<file path="src/rtl/ctrl_pkg.sv">
// Shared types for the RV32I multi-cycle control unit: opcodes, select encodings,
// FSM states and the instruction field layout.
package ctrl_pkg;

  localparam logic [6:0] OP_R      = 7'h33;
  localparam logic [6:0] OP_I      = 7'h13;
  localparam logic [6:0] OP_LOAD   = 7'h03;
  localparam logic [6:0] OP_STORE  = 7'h23;
  localparam logic [6:0] OP_BRANCH = 7'h63;
  localparam logic [6:0] OP_JAL    = 7'h6F;
  localparam logic [6:0] OP_JALR   = 7'h67;
  localparam logic [6:0] OP_LUI    = 7'h37;
  localparam logic [6:0] OP_AUIPC  = 7'h17;

  typedef enum logic [3:0] {
    ALU_ADD    = 4'd0,
    ALU_XOR    = 4'd1,
    ALU_OR     = 4'd2,
    ALU_AND    = 4'd3,
    ALU_SLL    = 4'd4,
    ALU_SRL    = 4'd5,
    ALU_SRA    = 4'd6,
    ALU_SLT    = 4'd7,
    ALU_SLTU   = 4'd8,
    ALU_SUB    = 4'd9,
    ALU_PASS_B = 4'd10
  } alu_op_e;

  typedef enum logic [1:0] {
    WB_MEM = 2'd0,
    WB_ALU = 2'd1,
    WB_PC4 = 2'd2,
    WB_IMM = 2'd3
  } wb_sel_e;

  typedef enum logic [1:0] {
    PC_PLUS4    = 2'd0,
    PC_ALU_REG  = 2'd1,
    PC_ALU_LIVE = 2'd2
  } pc_sel_e;

  typedef enum logic [1:0] {
    TC_NONE    = 2'd0,
    TC_ILLEGAL = 2'd1,
    TC_IMEM    = 2'd2,
    TC_DMEM    = 2'd3
  } trap_cause_e;

  typedef enum logic [2:0] {
    ST_RST    = 3'd0,
    ST_FETCH  = 3'd1,
    ST_DECODE = 3'd2,
    ST_EXEC   = 3'd3,
    ST_MEM    = 3'd4,
    ST_WB     = 3'd5,
    ST_HALT   = 3'd6
  } state_e;

  typedef enum logic [3:0] {
    CLS_R      = 4'd0,
    CLS_I      = 4'd1,
    CLS_LOAD   = 4'd2,
    CLS_STORE  = 4'd3,
    CLS_BRANCH = 4'd4,
    CLS_JAL    = 4'd5,
    CLS_JALR   = 4'd6,
    CLS_LUI    = 4'd7,
    CLS_AUIPC  = 4'd8
  } inst_class_e;

  typedef struct packed {
    logic [6:0] funct7;
    logic [4:0] rs2;
    logic [4:0] rs1;
    logic [2:0] funct3;
    logic [4:0] rd;
    logic [6:0] opcode;
  } inst_t;

endpackage

</file>
<file path="src/rtl/ctrl_decode.sv">
// Combinational instruction classifier: maps the latched IR to an instruction
// class, ALU operation, write-back source and an illegal-instruction flag.
module ctrl_decode
  import ctrl_pkg::*;
(
  input  inst_t       ir_i,
  output inst_class_e cls_o,
  output alu_op_e     alu_op_o,
  output wb_sel_e     sel_wb_o,
  output logic        illegal_o
);

  alu_op_e base_op;
  logic    unused_fields;

  // Register operands and rd are consumed by the datapath, not by control.
  assign unused_fields = ^{ir_i.rs1, ir_i.rs2, ir_i.rd};

  always_comb begin
    case (ir_i.funct3)
      3'd0:    base_op = ALU_ADD;
      3'd1:    base_op = ALU_SLL;
      3'd2:    base_op = ALU_SLT;
      3'd3:    base_op = ALU_SLTU;
      3'd4:    base_op = ALU_XOR;
      3'd5:    base_op = ALU_SRL;
      3'd6:    base_op = ALU_OR;
      default: base_op = ALU_AND;
    endcase
  end

  always_comb begin
    cls_o     = CLS_R;
    alu_op_o  = ALU_ADD;
    sel_wb_o  = WB_ALU;
    illegal_o = 1'b0;
    case (ir_i.opcode)
      OP_R: begin
        cls_o    = CLS_R;
        alu_op_o = base_op;
        if (ir_i.funct7 == 7'h20) begin
          if (ir_i.funct3 == 3'd0) begin
            alu_op_o = ALU_SUB;
          end else if (ir_i.funct3 == 3'd5) begin
            alu_op_o = ALU_SRA;
          end else begin
            illegal_o = 1'b1;
          end
        end else if (ir_i.funct7 != 7'h00) begin
          illegal_o = 1'b1;
        end
      end
      OP_I: begin
        cls_o    = CLS_I;
        alu_op_o = base_op;
        // SRAI is distinguished from SRLI by instruction bit 30.
        if (ir_i.funct3 == 3'd5 && ir_i.funct7[5]) begin
          alu_op_o = ALU_SRA;
        end
      end
      OP_LOAD: begin
        cls_o     = CLS_LOAD;
        sel_wb_o  = WB_MEM;
        illegal_o = (ir_i.funct3 == 3'd3) || (ir_i.funct3 == 3'd6) || (ir_i.funct3 == 3'd7);
      end
      OP_STORE: begin
        cls_o     = CLS_STORE;
        illegal_o = (ir_i.funct3 > 3'd2);
      end
      OP_BRANCH: begin
        cls_o     = CLS_BRANCH;
        illegal_o = (ir_i.funct3 == 3'd2) || (ir_i.funct3 == 3'd3);
      end
      OP_JAL: begin
        cls_o    = CLS_JAL;
        sel_wb_o = WB_PC4;
      end
      OP_JALR: begin
        cls_o    = CLS_JALR;
        sel_wb_o = WB_PC4;
      end
      OP_LUI: begin
        cls_o    = CLS_LUI;
        alu_op_o = ALU_PASS_B;
        sel_wb_o = WB_IMM;
      end
      OP_AUIPC: begin
        cls_o = CLS_AUIPC;
      end
      default: begin
        illegal_o = 1'b1;
      end
    endcase
  end

endmodule

</file>
<file path="src/rtl/multicycle_ctrl.sv">
// Multi-cycle RV32I control FSM: sequences fetch/decode/execute/memory/write-back,
// handles memory handshakes with timeout, illegal-instruction trap and instret.
module multicycle_ctrl
  import ctrl_pkg::*;
#(
  parameter int ALU_OP_W    = 4,
  parameter int WB_SEL_W    = 2,
  parameter int MEM_TIMEOUT = 16,
  parameter int CNT_W       = 32
) (
  input  logic                clk_i,
  input  logic                rst_i,
  input  logic [31:0]         inst_i,
  input  logic                imem_ack_i,
  input  logic                dmem_ack_i,
  input  logic                br_taken_i,
  output logic                imem_req,
  output logic                ir_wr,
  output logic                dmem_req,
  output logic                mem_rd,
  output logic                mem_wr,
  output logic [2:0]          mask,
  output logic                reg_wr,
  output logic                sel_a,
  output logic                sel_b,
  output logic [ALU_OP_W-1:0] alu_op,
  output logic [WB_SEL_W-1:0] sel_wb,
  output logic [2:0]          br_type,
  output logic                pc_wr,
  output logic [1:0]          pc_sel,
  output logic                trap,
  output logic [1:0]          trap_cause,
  output logic [CNT_W-1:0]    instret
);

  localparam int              TMO_W    = (MEM_TIMEOUT > 1) ? $clog2(MEM_TIMEOUT) : 1;
  localparam logic [TMO_W-1:0] TMO_LAST = TMO_W'(MEM_TIMEOUT - 1);
  localparam bit              TMO_EN   = (MEM_TIMEOUT != 0);

  state_e             state_q, state_d;
  inst_t              ir_q, ir_d;
  logic [TMO_W-1:0]   tmo_q, tmo_d;
  logic [CNT_W-1:0]   instret_q, instret_d;
  trap_cause_e        cause_q, cause_d;
  logic               retire;

  inst_class_e        dec_cls;
  alu_op_e            dec_alu;
  wb_sel_e            dec_wb;
  logic               dec_illegal;

  ctrl_decode u_decode (
    .ir_i      (ir_q),
    .cls_o     (dec_cls),
    .alu_op_o  (dec_alu),
    .sel_wb_o  (dec_wb),
    .illegal_o (dec_illegal)
  );

  always_ff @(posedge clk_i or posedge rst_i) begin
    if (rst_i) begin
      state_q   <= ST_RST;
      ir_q      <= '0;
      tmo_q     <= '0;
      instret_q <= '0;
      cause_q   <= TC_NONE;
    end else begin
      state_q   <= state_d;
      ir_q      <= ir_d;
      tmo_q     <= tmo_d;
      instret_q <= instret_d;
      cause_q   <= cause_d;
    end
  end

  // The wait counter is zero outside FETCH/MEM, so each entry starts it from zero.
  always_comb begin
    state_d  = state_q;
    ir_d     = ir_q;
    tmo_d    = '0;
    cause_d  = cause_q;
    retire   = 1'b0;
    imem_req = 1'b0;
    ir_wr    = 1'b0;
    dmem_req = 1'b0;
    mem_rd   = 1'b0;
    mem_wr   = 1'b0;
    mask     = '0;
    reg_wr   = 1'b0;
    sel_a    = 1'b0;
    sel_b    = 1'b0;
    alu_op   = '0;
    sel_wb   = '0;
    br_type  = '0;
    pc_wr    = 1'b0;
    pc_sel   = '0;
    trap     = 1'b0;
    case (state_q)
      ST_RST: begin
        state_d = ST_FETCH;
      end
      ST_FETCH: begin
        imem_req = 1'b1;
        if (imem_ack_i) begin
          ir_wr   = 1'b1;
          ir_d    = inst_t'(inst_i);
          state_d = ST_DECODE;
        end else if (TMO_EN && tmo_q == TMO_LAST) begin
          state_d = ST_HALT;
          cause_d = TC_IMEM;
        end else begin
          tmo_d = tmo_q + TMO_W'(1);
        end
      end
      ST_DECODE: begin
        if (dec_illegal) begin
          state_d = ST_HALT;
          cause_d = TC_ILLEGAL;
        end else begin
          state_d = ST_EXEC;
        end
      end
      ST_EXEC: begin
        alu_op  = ALU_OP_W'(dec_alu);
        state_d = ST_WB;
        case (dec_cls)
          CLS_I, CLS_LUI, CLS_JALR: begin
            sel_b = 1'b1;
          end
          CLS_AUIPC, CLS_JAL: begin
            sel_a = 1'b1;
            sel_b = 1'b1;
          end
          CLS_LOAD, CLS_STORE: begin
            sel_b   = 1'b1;
            state_d = ST_MEM;
          end
          CLS_BRANCH: begin
            sel_a   = 1'b1;
            sel_b   = 1'b1;
            br_type = ir_q.funct3;
            pc_wr   = 1'b1;
            pc_sel  = br_taken_i ? PC_ALU_LIVE : PC_PLUS4;
            retire  = 1'b1;
            state_d = ST_FETCH;
          end
          default: begin
            sel_b = 1'b0;
          end
        endcase
      end
      ST_MEM: begin
        dmem_req = 1'b1;
        mem_rd   = (dec_cls == CLS_LOAD);
        mem_wr   = (dec_cls == CLS_STORE);
        mask     = ir_q.funct3;
        if (dmem_ack_i) begin
          if (dec_cls == CLS_STORE) begin
            pc_wr   = 1'b1;
            pc_sel  = PC_PLUS4;
            retire  = 1'b1;
            state_d = ST_FETCH;
          end else begin
            state_d = ST_WB;
          end
        end else if (TMO_EN && tmo_q == TMO_LAST) begin
          state_d = ST_HALT;
          cause_d = TC_DMEM;
        end else begin
          tmo_d = tmo_q + TMO_W'(1);
        end
      end
      ST_WB: begin
        reg_wr  = 1'b1;
        pc_wr   = 1'b1;
        sel_wb  = WB_SEL_W'(dec_wb);
        pc_sel  = (dec_cls == CLS_JAL || dec_cls == CLS_JALR) ? PC_ALU_REG : PC_PLUS4;
        retire  = 1'b1;
        state_d = ST_FETCH;
      end
      ST_HALT: begin
        trap = 1'b1;
      end
      default: begin
        state_d = ST_RST;
      end
    endcase
  end

  assign instret_d  = instret_q + CNT_W'(retire);
  assign instret    = instret_q;
  assign trap_cause = cause_q;

endmodule

</file>
<file path="config.mk">
export PLATFORM = sky130hd
export DESIGN_NAME = multicycle_ctrl
export DESIGN_NICKNAME = d
export VERILOG_FILES = /design/src/rtl/ctrl_pkg.sv /design/src/rtl/ctrl_decode.sv /design/src/rtl/multicycle_ctrl.sv
export SDC_FILE = /design/constraint.sdc
export NUM_CORES = 1
export LEC_CHECK = 0
export BUFFER_PORTS_ARGS = -buffer_cell sky130_fd_sc_hd__buf_2
export CAP_MARGIN = 0
export CORE_MARGIN = 5
export CORE_UTILIZATION = 35
export DETAILED_ROUTE_END_ITERATION = 7
export GPL_ROUTABILITY_DRIVEN = 1
export PLACE_DENSITY = 0.68
export SETUP_SLACK_MARGIN = 0.2
export SLEW_MARGIN = 20
export SYNTH_ARGS = -nofsm -noshare
export SYNTH_HDL_FRONTEND = slang
export SYNTH_SLANG_ARGS = --single-unit
</file>
<file path="constraint.sdc">
create_clock -name clk_i -period 2.8 [get_ports clk_i]
set_input_delay 0.56 -clock clk_i [delete_from_list [all_inputs] [get_ports clk_i]]
set_output_delay 0.56 -clock clk_i [all_outputs]
set_load 0.005 [all_outputs]
</file>
; ---- Word-level counts from Yosys, hierarchy flattened
; Index checks and enable logic that the tools add are counted.
[word_totals]
regBits = 58
in_bits = 37
output_inout_bits = 58
elab_cells = 119
[op_classes]
add_sub_neg = 2
magnitude_cmp = 1
n_eq_ne = 37
mux = 55
reduce_logical = 17
[ops]
columns = cell, count
row1 = adder 32 x 1 -> 32 bit, 1
row2 = 2-to-1 mux 4 bit, 8
row3 = case mux 4 bit (8 select lines), 1
row4 = == test 7 x 6 -> 1 bit (second input constant), 4
row5 = case mux 4 bit (7 select lines), 1
row6 = 2-to-1 mux 3 bit, 8
row7 = == test 3 bit (second input constant), 7
row8 = == test 7 bit (second input constant), 3
row9 = 2-to-1 mux 1 bit, 20
row10 = case mux 3 bit (6 select lines), 1
row11 = == test 4 x 3 -> 1 bit (second input constant), 4
row12 = 2-to-1 mux 2 bit, 8
row13 = == test 7 x 5 -> 1 bit (second input constant), 2
row14 = == test 3 x 2 -> 1 bit (second input constant), 4
row15 = case mux 2 bit (3 select lines), 2
row16 = case mux 4 bit (3 select lines), 1
row17 = inequality test 2 bit (second input constant), 5
row18 = == test 4 x 2 -> 1 bit (second input constant), 2
row19 = == test 4 bit (second input constant), 2
row20 = case mux 4 bit (2 select lines), 1
row21 = OR reduction 8 bit, 1
row22 = == test 7 x 2 -> 1 bit (second input constant), 1
row23 = nonzero test 7 bit, 1
row24 = == test 3 x 1 -> 1 bit (second input constant), 2
row25 = other kinds (16), 22

; ---- Longest topological paths before layout
; Gate-level depths: netlist (run 1).
[depth]
ltp_word = 7
depth_mapped = 13
depth_no_buf = 12

; ---- Cells and area by module
; From an unflattened synthesis (run 1), not the netlist that was laid out.
[unflattened]
cells_unflattened = 358
area_unflattened_um2 = 3796.1
[by_module_without_submodules]
columns = mod, instances, cells_each, area_each_um2, seq_area_each_um2
row1 = multicycle_ctrl, 1, 284, 3359.5, 1826.8
row2 = ctrl_decode, 1, 74, 436.7, 0.0

; ---- Least setup slack after synthesis (run 1)
; OpenSTA, ideal clock, no wires.
[synth_timing]
kind = register to register
start = register ir_q[3] (netlist name)
end = register instret_q[24], in the netlist instret[24]
setup_time_ps = 79
arrival_time_ps = 2936
t_required_ps = 2721
setup_slack_ps = -216
stages_incl_launch_ff = 12
n_path_buf = 0
period_less_slack_ps = 3016
path_cell_list = dfrtp_1 -> nand4bb_1 -> or2_2 -> nor4_1 -> a221o_1 -> ha_1 -> ha_1 -> nand2_1 -> nor4_4 -> nand2_1 -> nor3_1 -> xor2_1
[synth_via]
elab_chain_len = 7
elab_cells_between_ends = 16
classes_between = add/sub (1) / eq/ne (10) / mux (5)
[synth_rtl]
columns = element, line
row1 = from (decl), multicycle_ctrl.sv:41  ; inst_t ir_q, ir_d;
row2 = from (signal assigned), multicycle_ctrl.sv:69  ; ir_q <= ir_d;
row3 = "== test 7 x 5 -> 1 bit, or another cell as far along", ctrl_decode.sv:37  ; case (ir_i.opcode)
row4 = case mux 4 bit (8 select lines) (*), ctrl_decode.sv:37
row5 = == test 4 x 2 -> 1 bit, multicycle_ctrl.sv:158  ; if (dec_cls == CLS_STORE) begin
row6 = 2-to-1 mux 1 bit (2 in series), -
row7 = case mux 1 bit (3 select lines) (*), -
row8 = net pc_wr, multicycle_ctrl.sv:29  ; output logic pc_wr,
row9 = adder 32 x 1 -> 32 bit (*), multicycle_ctrl.sv:190  ; assign instret_d = instret_q + CNT_W'(retire);
row10 = net instret_d[24], multicycle_ctrl.sv:43  ; logic [CNT_W-1:0] instret_q, instret_d;
row11 = to (signal assigned), multicycle_ctrl.sv:71  ; instret_q <= instret_d;
row12 = to (decl), multicycle_ctrl.sv:43
; The timed path passes the listed nets; every way through them passes the cells marked *.
; A chain may end at the register's enable or synchronous reset.

; ---- Final worst setup path (run 1)
[layout_timing]
start = register ir_q[28] (netlist name)
end = output alu_op[3]
[layout_via]
elab_chain_len = 4
[layout_rtl]
columns = element, line
row1 = == test 7 x 6 -> 1 bit, ctrl_decode.sv:41  ; if (ir_i.funct7 == 7'h20) begin
row2 = 2-to-1 mux 4 bit, ctrl_decode.sv:41
row3 = case mux 4 bit (3 select lines), ctrl_decode.sv:37
row4 = 2-to-1 mux 4 bit, multicycle_ctrl.sv:98  ; case (state_q)
row5 = to (decl), multicycle_ctrl.sv:26  ; output logic [ALU_OP_W-1:0] alu_op,
; Every way passes these cells.

==> results of run 1 <==
[registers in the layout, indices dropped and copies added (netlist names)]
name / count
instret: 32
ir_q: 17
tmo_q: 4
state_q: 3
trap_cause: 2
[routing by layer]
metal / up-vias / share of wire (%) / GRT usage, % / wire length (um)
met2: 86 / 49 / 23.22 / 3940
met1: 1356 / 43 / 18.68 / 3443
met5: - / 0 / 0 / 0
met4: 0 / 2.0 / 4.873 / 164
met3: 17 / 6.4 / 4.913 / 512
li1: 1332 / - / - / -
[power by group]
part / total (W) / leakage (nW) / switching (W) / internal (W)
Clock: 0.000801 / 0.106 / 0.000323 / 0.000478
Sequential: 0.00128 / 0.735 / 0.000244 / 0.00104
Combinational: 0.00127 / 1.30 / 0.000621 / 0.000650
[layout by cell type (no fill, tap or decap), drive strengths merged, types with 2 or more instances in the layout]
cell type	synthesis	layout
xor2	11	11
a311oi	2	2
nand4	7	7
nor3b	2	2
nand2b	6	6
inv	14	14
ha	3	3
or2	4	4
nor3	11	11
xnor2	22	22
a21oi	18	18
nand3	17	17
nand3b	2	2
dfrtp	58	58
and2	5	5
and3	9	9
clkbuf	9	13
nand2	29	29
mux2	12	12
nor2b	3	3
a31o	2	2
or3	2	2
or4	2	2
nor2	25	25
nor4	5	5
buf	3	115
o21ai	13	13
[kinds of logic after synthesis]
family                   Yosys count  share of synthesized area, %
XOR/XNOR                          33                         9.421
multiplexers                      12                         4.405
AND/OR/NAND/NOR                  135                         24.27
flip-flops                        58                         47.31
adder cells (fa/ha/maj)            3                         1.224
AO/OA/AOI/OAI                     48                         9.993
buffers and inverters             26                         3.385
[worst max-delay path, stage by stage (launching register included)]
cell	delay [ns]
sky130_fd_sc_hd__dfrtp_1	0.38
sky130_fd_sc_hd__or4_4	0.55
sky130_fd_sc_hd__nor3_4	0.16
sky130_fd_sc_hd__nand4_1	0.12
sky130_fd_sc_hd__a2111o_1	0.39
sky130_fd_sc_hd__a21oi_2	0.12
sky130_fd_sc_hd__buf_2	0.12
[layout make-up]
cell class / instances / area [sq um] / area share (%)
Tap cell: 108 / 135.1 / 3.112
Clock inverter: 2 / 35.03 / 0.8067
Clock buffer: 13 / 168.9 / 3.889
Timing Repair Buffer: 115 / 718.2 / 16.54
Multi-Input combinational cell: 231 / 1779 / 40.97
Inverter: 14 / 52.55 / 1.210
Sequential cell: 58 / 1454 / 33.48
[worst paths after layout]
path                                       start                    end  depth (start not counted)
max                         ir_q[28]$_DFFE_PP0P_              alu_op[3]                          6
max reg2reg                  ir_q[3]$_DFFE_PP0P_  instret[24]$_DFF_PP0_                         14
min reg2reg                instret[31]$_DFF_PP0_  instret[31]$_DFF_PP0_                          1
min in group clk_i                    inst_i[13]   ir_q[13]$_DFFE_PP0P_                          3
min                                        rst_i   ir_q[25]$_DFFE_PP0P_                          2
max in group asynchronous                  rst_i   instret[5]$_DFF_PP0_                          3
[stage by stage]
stage / hold WS, ns / TNS [ns] / area [sq um]
final: 0.2927 / 0 / 4343
after global routing: 0.3230 / -0.1098 / 4343
after CTS: 0.3099 / 0 / 4068
after detailed placement: 0.4621 / -0.01845 / 3776
after global placement: 0.4528 / 0 / 3776
after floorplan: 0.4647 / 0 / 3154
[what timing repair did]
action,CTS,global route
pin swaps,10,22
buffers inserted,7,9
gates resized for setup,8,43
endpoints found under the setup margin,20,18
==> impl_summary.txt, run 1 <==
----------------------------------------------------
[Run status]
  Run status ... completed

[Global routing]
  Pin count of the biggest net entering global routing ... 33
  Number of antenna violations at the first check in global routing ... 0
  Gr ovfl total ... 0
  First-pass GRT wire length ... 13.15 mm
  All-layer global routing usage ... 14.64%
  Via count of the first global-routing pass ... 2712

[Clock network]
  H-tree levels ... 3
  Worst skew pair latency ... 0.33 ns
  Sink Count ... 58
  Clock tree root buffer cell ... sky130_fd_sc_hd__clkbuf_8
  CTS tree ... done
  Hold_buf cts ... 0
  Clock slew seen by the registers of the worst setup and hold paths ... 0.06 ns
  Number of clock buffers inserted by TritonCTS ... 9
  Maximum buffer depth of the clock tree ... 2

[Timing]
  Slew @ Worst Pin ... 1.310 ns
  Final clock skew ... 0.006603 ns
  Remaining max-slew budget at the tightest pin ... 11.85%
  Fmax ... 0.3656 GHz
  RSZ-0062 raised after global routing ... yes
  Finish-stage setup viols ... 0
  Final Max Tran Viols ... 0
  Setup ws final ... 0.06460 ns
  Post-route fraction of the period consumed by the critical path ... 97.69%
  Post-layout minimum cycle time ... 2.735 ns
  Number of endpoints with negative hold slack in the final report ... 0

[Logic synthesis]
  Number of enable-type register cells in the synthesized netlist ... 0
  Share of async-settable or async-resettable flops after synthesis ... 100.0%
  Register area share after synthesis ... 47.31%
  Leading post-synthesis cells by instance count ... sky130_fd_sc_hd__dfrtp_1 (58), sky130_fd_sc_hd__nand2_1 (29), sky130_fd_sc_hd__nor2_1 (25), sky130_fd_sc_hd__xnor2_1 (22)
  Synthesized net count ... 355
  Portion of synthesized cell area occupied by the leading cell type ... 47.31%
  Top area cells in the synthesized netlist ... sky130_fd_sc_hd__dfrtp_1 (47%), sky130_fd_sc_hd__xnor2_1 (6.3%), sky130_fd_sc_hd__mux2_2 (4.4%)
  Instance count of the mapped netlist ... 315
  Largest area contributor in the synthesized netlist ... sky130_fd_sc_hd__dfrtp_1
  Mean cell area of the mapped netlist ... 9.739 sq um
  Post-synth cell types ... 55
  Cell area after synthesis ... 3068 sq um
  Flip-flop and latch count after synthesis ... 58
  Post-synth top flop ... sky130_fd_sc_hd__dfrtp_1
  Count of synthesis-stage warnings from yosys ... 0
  Library cell with the highest instance count after synthesis ... sky130_fd_sc_hd__dfrtp_1

[Drt]
  Antenna-violating nets left ... 0
  Vias per Instance ... 5.159
  DRC ... 0
  First-pass iteration count of the detailed router ... 4
  Total via count after detailed routing ... 2791
  Initial DRC count ... 62
  Final routed wire length divided by cell count ... 14.90 um
  Final wirelength ... 8.060 mm

[Setup path]
  Largest fanout on the critical path ... 2
  Critical path data required time ... 2.24 ns
  Worst endpoint data arrival time ... 2.18 ns
  Critical path launch point type ... flop
  Critical Path Sink Type ... output port
  FF-to-FF setup slack ... 0.16 ns
  Category of the most critical setup path ... flop to output port

[Placed design]
  HPWL after DPL ... 5.846 mm
  Global placement routability congestion ... 0.8213
  Setup slack at placement ... -0.01845 ns
  Total instance count after detailed placement ... 510
  Buffers on Ports ... 79

[Die]
  Initial cell density of the core ... 35.53%
  Number of placement rows ... 34
  X dimension of the die ... 103.6 um
  Top-level I/O count ... 95
  Core Footprint ... 8636 sq um
  Floorplan die area ... 10740 sq um
  Chip height ... 103.6 um

[Finish]
  Count of antenna diodes in the layout ... 0
  Post-layout instance count excluding filler cells ... 541
  Fillers ... 831
  Layout cells sized above 1 ... 43.65%
  Final core utilization ... 50.29%
  Post-layout nets ... 469
  Signed area change from the synthesized netlist to the final layout ... 41.56%

[Power]
  Final total power ... 0.003354 W
  P_leak ... 2.145 nW
  Worst IR Drop VDD ... 0.5512 mV
  Total power density per cell area ... 772.2 nW/um^2

[Hold path]
  Hold crit path type ... input port to asynchronous set/reset pin

[Flow run]
  Max-capacitance violation count ... 0

----------------------------------------------------
No activity file was read; power rests on OpenSTA's default activity.
==> run 2: changes to the inputs <==
- PLACE_DENSITY: 0.68 -> 0.66
- SKIP_LAST_GASP: unset -> 1
- clock period: 2.8 -> 2.55 ns (I/O delays scaled with it)
==> run 2 against run 1 <==
- the flow now finishes with violations (setup timing)
- via count increased by 1.4%
- flip-flop and latch count unchanged
- register-to-register slack got worse by 0.26 ns
- worst hold slack got worse by 0.031 ns
- final cell count increased by 4.3%
- highest routed layer unchanged
- sequential share of layout area decreased by 2.2 points
- routed wire length increased by 4.9%
- critical path type unchanged
- setup slack got worse by 0.19 ns
- non-clock buffer count increased by 22
- sequential power increased by 11%
==> impl_summary.txt, run 2 (synthesis gave the netlist of run 1 again) <==
----------------------------------------------------
[Global routing]
  Via count of the first global-routing pass ... 2820
  First-pass GRT wire length ... 13.89 mm
  Pin count of the biggest net entering global routing ... 31
  Number of antenna violations at the first check in global routing ... 0
  Gr ovfl total ... 0
  All-layer global routing usage ... 15.52%

[Timing]
  Number of endpoints with negative hold slack in the final report ... 0
  Setup ws final ... -0.1298 ns
  Fmax ... 0.3732 GHz
  Slew @ Worst Pin ... 0.6449 ns
  Post-Route Hold Slack ... 0.2620 ns
  Post-route fraction of the period consumed by the critical path ... 105.1%
  Final Max Tran Viols ... 0
  RSZ-0062 raised after global routing ... yes
  Remaining max-slew budget at the tightest pin ... 56.95%
  Post-layout minimum cycle time ... 2.680 ns
  Final clock skew ... 0.01612 ns
  Total negative slack ... -1.182 ns
  Finish-stage setup viols ... 20

[Setup path]
  Worst reg-to-reg path cell count ... 13
  Critical path launch point type ... flop
  Largest fanout on the critical path ... 2
  Category of the most critical setup path ... flop to output port
  Slowest cell delay on critical path ... 0.55 ns
  Endpoint of the worst register-to-register path ... instret[22]$_DFF_PP0_
  FF-to-FF setup slack ... -0.10 ns
  Critical path, cell by cell ... or4_4 -> nor3_4 -> nand4_1 -> a2111o_1 -> a21oi_2 -> buf_2
  Worst endpoint data arrival time ... 2.17 ns
  Critical Path Sink Type ... output port
  CP bufs+invs ... 1
  Library cell contributing the largest single delay on the critical path ... sky130_fd_sc_hd__or4_4
  Crit-path leading delay family ... simple AND/OR/NAND/NOR gates
  Critical R2R Launch ... ir_q[3]$_DFFE_PP0P_
  Critical path data required time ... 2.04 ns

[Die]
  Initial cell density of the core ... 35.53%
  Core Footprint ... 8636 sq um
  Chip height ... 103.6 um
  X dimension of the die ... 103.6 um
  Number of placement rows ... 34
  Floorplan die area ... 10740 sq um
  Top-level I/O count ... 95

[Clock network]
  Clock slew seen by the registers of the worst setup and hold paths ... 0.07 ns
  Clock tree root buffer cell ... sky130_fd_sc_hd__clkbuf_8
  CTS tree ... done
  Number of clock buffers inserted by TritonCTS ... 9
  H-tree levels ... 3
  Worst skew pair latency ... 0.33 ns
  Sink Count ... 58
  Maximum buffer depth of the clock tree ... 2
  Hold_buf cts ... 0

[Drt]
  First-pass iteration count of the detailed router ... 5
  Antenna-violating nets left ... 0
  Total via count after detailed routing ... 2830
  Final routed wire length divided by cell count ... 14.99 um
  Top Layer Used ... met4
  Wl on met1 ... 3.594 mm
  Initial DRC count ... 77
  Vias per Instance ... 5.018
  WL met2 ... 4.419 mm
  DRC ... 0
  Met3 wire length ... 331 um
  Final wirelength ... 8.456 mm

[Power]
  Worst IR Drop VDD ... 0.5215 mV
  Total power density per cell area ... 886.1 nW/um^2
  P_leak ... 2.316 nW

[Finish]
  Leading cell types in the layout, fill and taps excluded ... sky130_fd_sc_hd__buf_2 (77), sky130_fd_sc_hd__dfrtp_1 (57), sky130_fd_sc_hd__buf_4 (41)
  Layout cells sized above 1 ... 48.68%
  Summed area of non-filler cells in the final layout ... 4646 sq um
  Most common cell after layout, fill and taps aside ... sky130_fd_sc_hd__buf_2
  Signed area change from the synthesized netlist to the final layout ... 51.43%
  Fillers ... 755
  Count of antenna diodes in the layout ... 0
  Flip-flop count of the largest register, all copies and words added ... 32
  Final core utilization ... 53.80%
  Post-layout nets ... 491

[Run status]
  Violated checks ... setup timing
  Run status ... complete, but fails checks

[Placed design]
  Post-Place Cell Area ... 3958 sq um
  Buffers on Ports ... 79
  HPWL after DPL ... 5.930 mm
  Setup slack at placement ... -0.1155 ns
  Global placement routability congestion ... 0.8488

[Hold path]
  Hold crit path type ... input port to asynchronous set/reset pin

[Flow run]
  Max-capacitance violation count ... 0

----------------------------------------------------
run 2: cell count changes in the layout (fill, tap and decap cells not counted), sizes merged:
cell / previous run / this run
bufinv: 1 / 3
clkbuf: 13 / 11
clkinv: 1 / 2
buf: 115 / 137
run 2: worst max-delay path by stage:
stage	to	start	slack [ns]	cells after the start
floorplan	instret[24]$_DFF_PP0_	state_q[1]$_DFFE_PP0N_	-0.19	12
global placement	instret[24]$_DFF_PP0_	ir_q[2]$_DFFE_PP0P_	-0.11	12
detailed placement	instret[24]$_DFF_PP0_	ir_q[2]$_DFFE_PP0P_	-0.12	12
CTS	alu_op[3]	ir_q[28]$_DFFE_PP0P_	-0.20	6
global route	instret[22]$_DFF_PP0_	ir_q[3]$_DFFE_PP0P_	-0.23	13
finish	alu_op[3]	ir_q[28]$_DFFE_PP0P_	-0.13	6
run 2: cell type report:
cell class	count	area [sq um]	area share [%]
Multi-Input combinational cell	231	1838	39.56
Inverter	14	52.55	1.131
Clock inverter	5	100.1	2.155
Clock buffer	11	151.4	3.259
Tap cell	108	135.1	2.909
Sequential cell	58	1453	31.27
Timing Repair Buffer	137	915.9	19.71
run 2: stage by stage:
stage | instances | total power [W]
detailed placement | 529 | 0.002826
finish | 564 | 0.004117
global route | 564 | 0.004391
global placement | 529 | 0.002789
floorplan | 315 | 0.002242
CTS | 555 | 0.003997
run 2: metal layers:
metal	vias up	GRT usage (%)
met4	0	4.873
met1	1387	19.04
li1	1369	-
met2	64	26.64
met3	10	3.856
met5	-	0
run 2: repair_timing:
action	CTS	global route
setup endpoints to repair	28	42
resized for setup	42	23
pin swaps	32	23
gates cloned	0	0
buffers inserted	10	9
run 2: power breakdown:
group	switching [W]	leakage (nW)	internal (W)
combinational	0.000760	1.45	0.000872
sequential	0.000281	0.736	0.00114
clock	0.000368	0.129	0.000699
==> run 3: changes to the inputs <==
- CORE_ASPECT_RATIO: unset -> 1.25
==> run 3 against run 2 <==
- the flow still finishes with violations (setup timing)
- routed wire length is 2.3% lower
- clock power decreased by 8%
- final cell count fell by 0.71%
- via count down 0.60%
- clock skew is 0.0039 ns lower
- sequential power about the same
- combinational power decreased by 9%
- non-clock buffer count decreased by 14
- count of clock-buffer cells in the layout is 1 higher
- maximum frequency fell by 1.1%
- largest power group unchanged
==> impl_summary.txt, run 3 (synthesis gave the netlist of run 1 again) <==
----------------------------------------------------
[Timing]
  Slew @ Worst Pin ... 0.4338 ns
  Post-layout minimum cycle time ... 2.711 ns
  Final clock skew ... 0.01222 ns
  Finish-stage setup viols ... 22
  Post-Route Hold Slack ... 0.1743 ns
  Fmax ... 0.3689 GHz
  Remaining max-slew budget at the tightest pin ... 71.04%
  Setup ws final ... -0.1608 ns
  Final Max Tran Viols ... 0
  Number of endpoints with negative hold slack in the final report ... 0
  RSZ-0062 raised after global routing ... yes
  Post-route fraction of the period consumed by the critical path ... 106.3%

[Drt]
  Antenna-violating nets left ... 0
  Total via count after detailed routing ... 2813
  Final wirelength ... 8.260 mm
  DRC ... 0
  First-pass iteration count of the detailed router ... 4
  Initial DRC count ... 119
  Vias per Instance ... 5.023
  Final routed wire length divided by cell count ... 14.75 um

[Finish]
  Seq. cell area ... 1454 sq um
  Flip-flop count of the largest register, all copies and words added ... 32
  Summed area of non-filler cells in the final layout ... 4526 sq um
  Count of antenna diodes in the layout ... 0
  Multi-input gate area ... 1841 sq um
  Most common cell after layout, fill and taps aside ... sky130_fd_sc_hd__buf_2
  Post-layout nets ... 477
  Fillers ... 783
  Signed area change from the synthesized netlist to the final layout ... 47.51%
  Leading cell types in the layout, fill and taps excluded ... sky130_fd_sc_hd__buf_2 (77), sky130_fd_sc_hd__dfrtp_1 (56), sky130_fd_sc_hd__buf_4 (29)
  Layout cells sized above 1 ... 47.73%

[Setup path]
  Critical Path Sink Type ... output port
  Library cell contributing the largest single delay on the critical path ... sky130_fd_sc_hd__or4_4
  Worst reg-to-reg path cell count ... 11
  Number of logic stages on the critical path including buffering ... 6
  Critical path launch point type ... flop
  Critical path, cell by cell ... or4_4 -> nor3_4 -> nand4_1 -> a2111o_1 -> a21oi_2 -> buf_2
  Worst endpoint data arrival time ... 2.20 ns
  CP bufs+invs ... 1
  Critical path data required time ... 2.04 ns
  FF-to-FF setup slack ... -0.13 ns
  Crit-path leading delay family ... simple AND/OR/NAND/NOR gates
  Endpoint of the worst register-to-register path ... instret[16]$_DFF_PP0_
  Largest fanout on the critical path ... 2
  Slowest cell delay on critical path ... 0.55 ns
  Critical R2R Launch ... ir_q[2]$_DFFE_PP0P_
  Category of the most critical setup path ... flop to output port

[Power]
  Worst IR Drop VDD ... 0.5856 mV
  P_leak ... 2.155 nW
  Total power density per cell area ... 854.9 nW/um^2

[Global routing]
  All-layer global routing usage ... 15.69%
  Number of antenna violations at the first check in global routing ... 0
  Routing usage on met3 ... 2.827%
  Met2 Usage GRT ... 25.53%
  Global-route layer with the greatest usage ... met2
  First-pass GRT wire length ... 13.39 mm
  Gr ovfl total ... 0
  Met1 track demand over resource ... 20.42%
  Pin count of the biggest net entering global routing ... 40
  Via count of the first global-routing pass ... 2754

[Run status]
  Violated checks ... setup timing
  Run status ... complete, but fails checks

[Die]
  X dimension of the die ... 93.74 um
  Initial cell density of the core ... 35.65%
  Core Footprint ... 8606 sq um
  Number of placement rows ... 38
  Chip height ... 114.7 um
  Floorplan die area ... 10750 sq um
  Top-level I/O count ... 95

[Clock network]
  Worst skew pair latency ... 0.34 ns
  Maximum buffer depth of the clock tree ... 2
  Sink Count ... 58
  Clock slew seen by the registers of the worst setup and hold paths ... 0.06 ns
  CTS tree ... done
  Clock tree root buffer cell ... sky130_fd_sc_hd__clkbuf_8
  H-tree levels ... 3
  Number of clock buffers inserted by TritonCTS ... 9

[Placed design]
  Global placement routability congestion ... 0.8610
  Post-Place Cell Area ... 3950 sq um
  Buffers on Ports ... 79
  HPWL after DPL ... 6.092 mm

[Hold path]
  Hold crit path type ... input port to asynchronous set/reset pin

[Flow run]
  Max-capacitance violation count ... 0

----------------------------------------------------
run 3: cell count changes in the layout (fill, tap and decap cells not counted), moves of 3 or more:
cell	previous run	this run
sky130_fd_sc_hd__nand3_4	2	5
sky130_fd_sc_hd__buf_4	41	29
sky130_fd_sc_hd__nand2_4	5	2
sky130_fd_sc_hd__nor2_1	19	16
run 3: worst max path at each step:
stage | start | end | slack [ns]
global placement | ir_q[2]$_DFFE_PP0P_ | instret[30]$_DFF_PP0_ | -0.14
CTS | ir_q[25]$_DFFE_PP0P_ | alu_op[3] | -0.18
global route | ir_q[2]$_DFFE_PP0P_ | instret[16]$_DFF_PP0_ | -0.29
finish | ir_q[25]$_DFFE_PP0P_ | alu_op[3] | -0.16
detailed placement | ir_q[2]$_DFFE_PP0P_ | instret[31]$_DFF_PP0_ | -0.14
floorplan | state_q[1]$_DFFE_PP0N_ | instret[24]$_DFF_PP0_ | -0.19
run 3: area by class of cell:
type,instances,area share (%)
multi-input combinational,231,40.67
sequential,58,32.13
timing repair buffer,123,17.75
clock buffer,12,3.649
tap,120,3.318
clock inverter,2,1.327
inverter,14,1.161
run 3: timing repair:
item / CTS / global route
gates resized for setup: 31 / 33
buffers inserted: 6 / 2
endpoints found under the setup margin: 30 / 37
hold buffers: 0 / 0
pin swaps: 24 / 11
hold endpoints to repair: 0 / 0
run 3: routing by layer:
| metal | vias to the layer above | wire length [um] |
|---|---|---|
| met5 | - | 0 |
| met1 | 1373 | 3521 |
| met3 | 15 | 352 |
| met2 | 74 | 4205 |
| met4 | 0 | 180 |
| li1 | 1351 | - |
run 3: power breakdown:
part / internal (W) / total [W] / switching, W
Combinational: 0.000757 / 0.00148 / 0.000721
Clock: 0.000620 / 0.000980 / 0.000360
Sequential: 0.00114 / 0.00141 / 0.000273
run 3: stage by stage:
step                      setup TNS (ns)  std cells  worst slack (ns)  power, W  utilization [%]
after floorplan                  -0.8176        315           -0.1908  0.002242                -
after global placement            -1.086        538           -0.1351  0.002748            45.90
after detailed placement          -1.263        538           -0.1423  0.002791            45.90
after CTS                         -1.331        558           -0.1842  0.003814            50.60
after global routing              -5.587        560           -0.2936  0.004134            52.59
final                             -1.522        560           -0.1608  0.003869            52.59
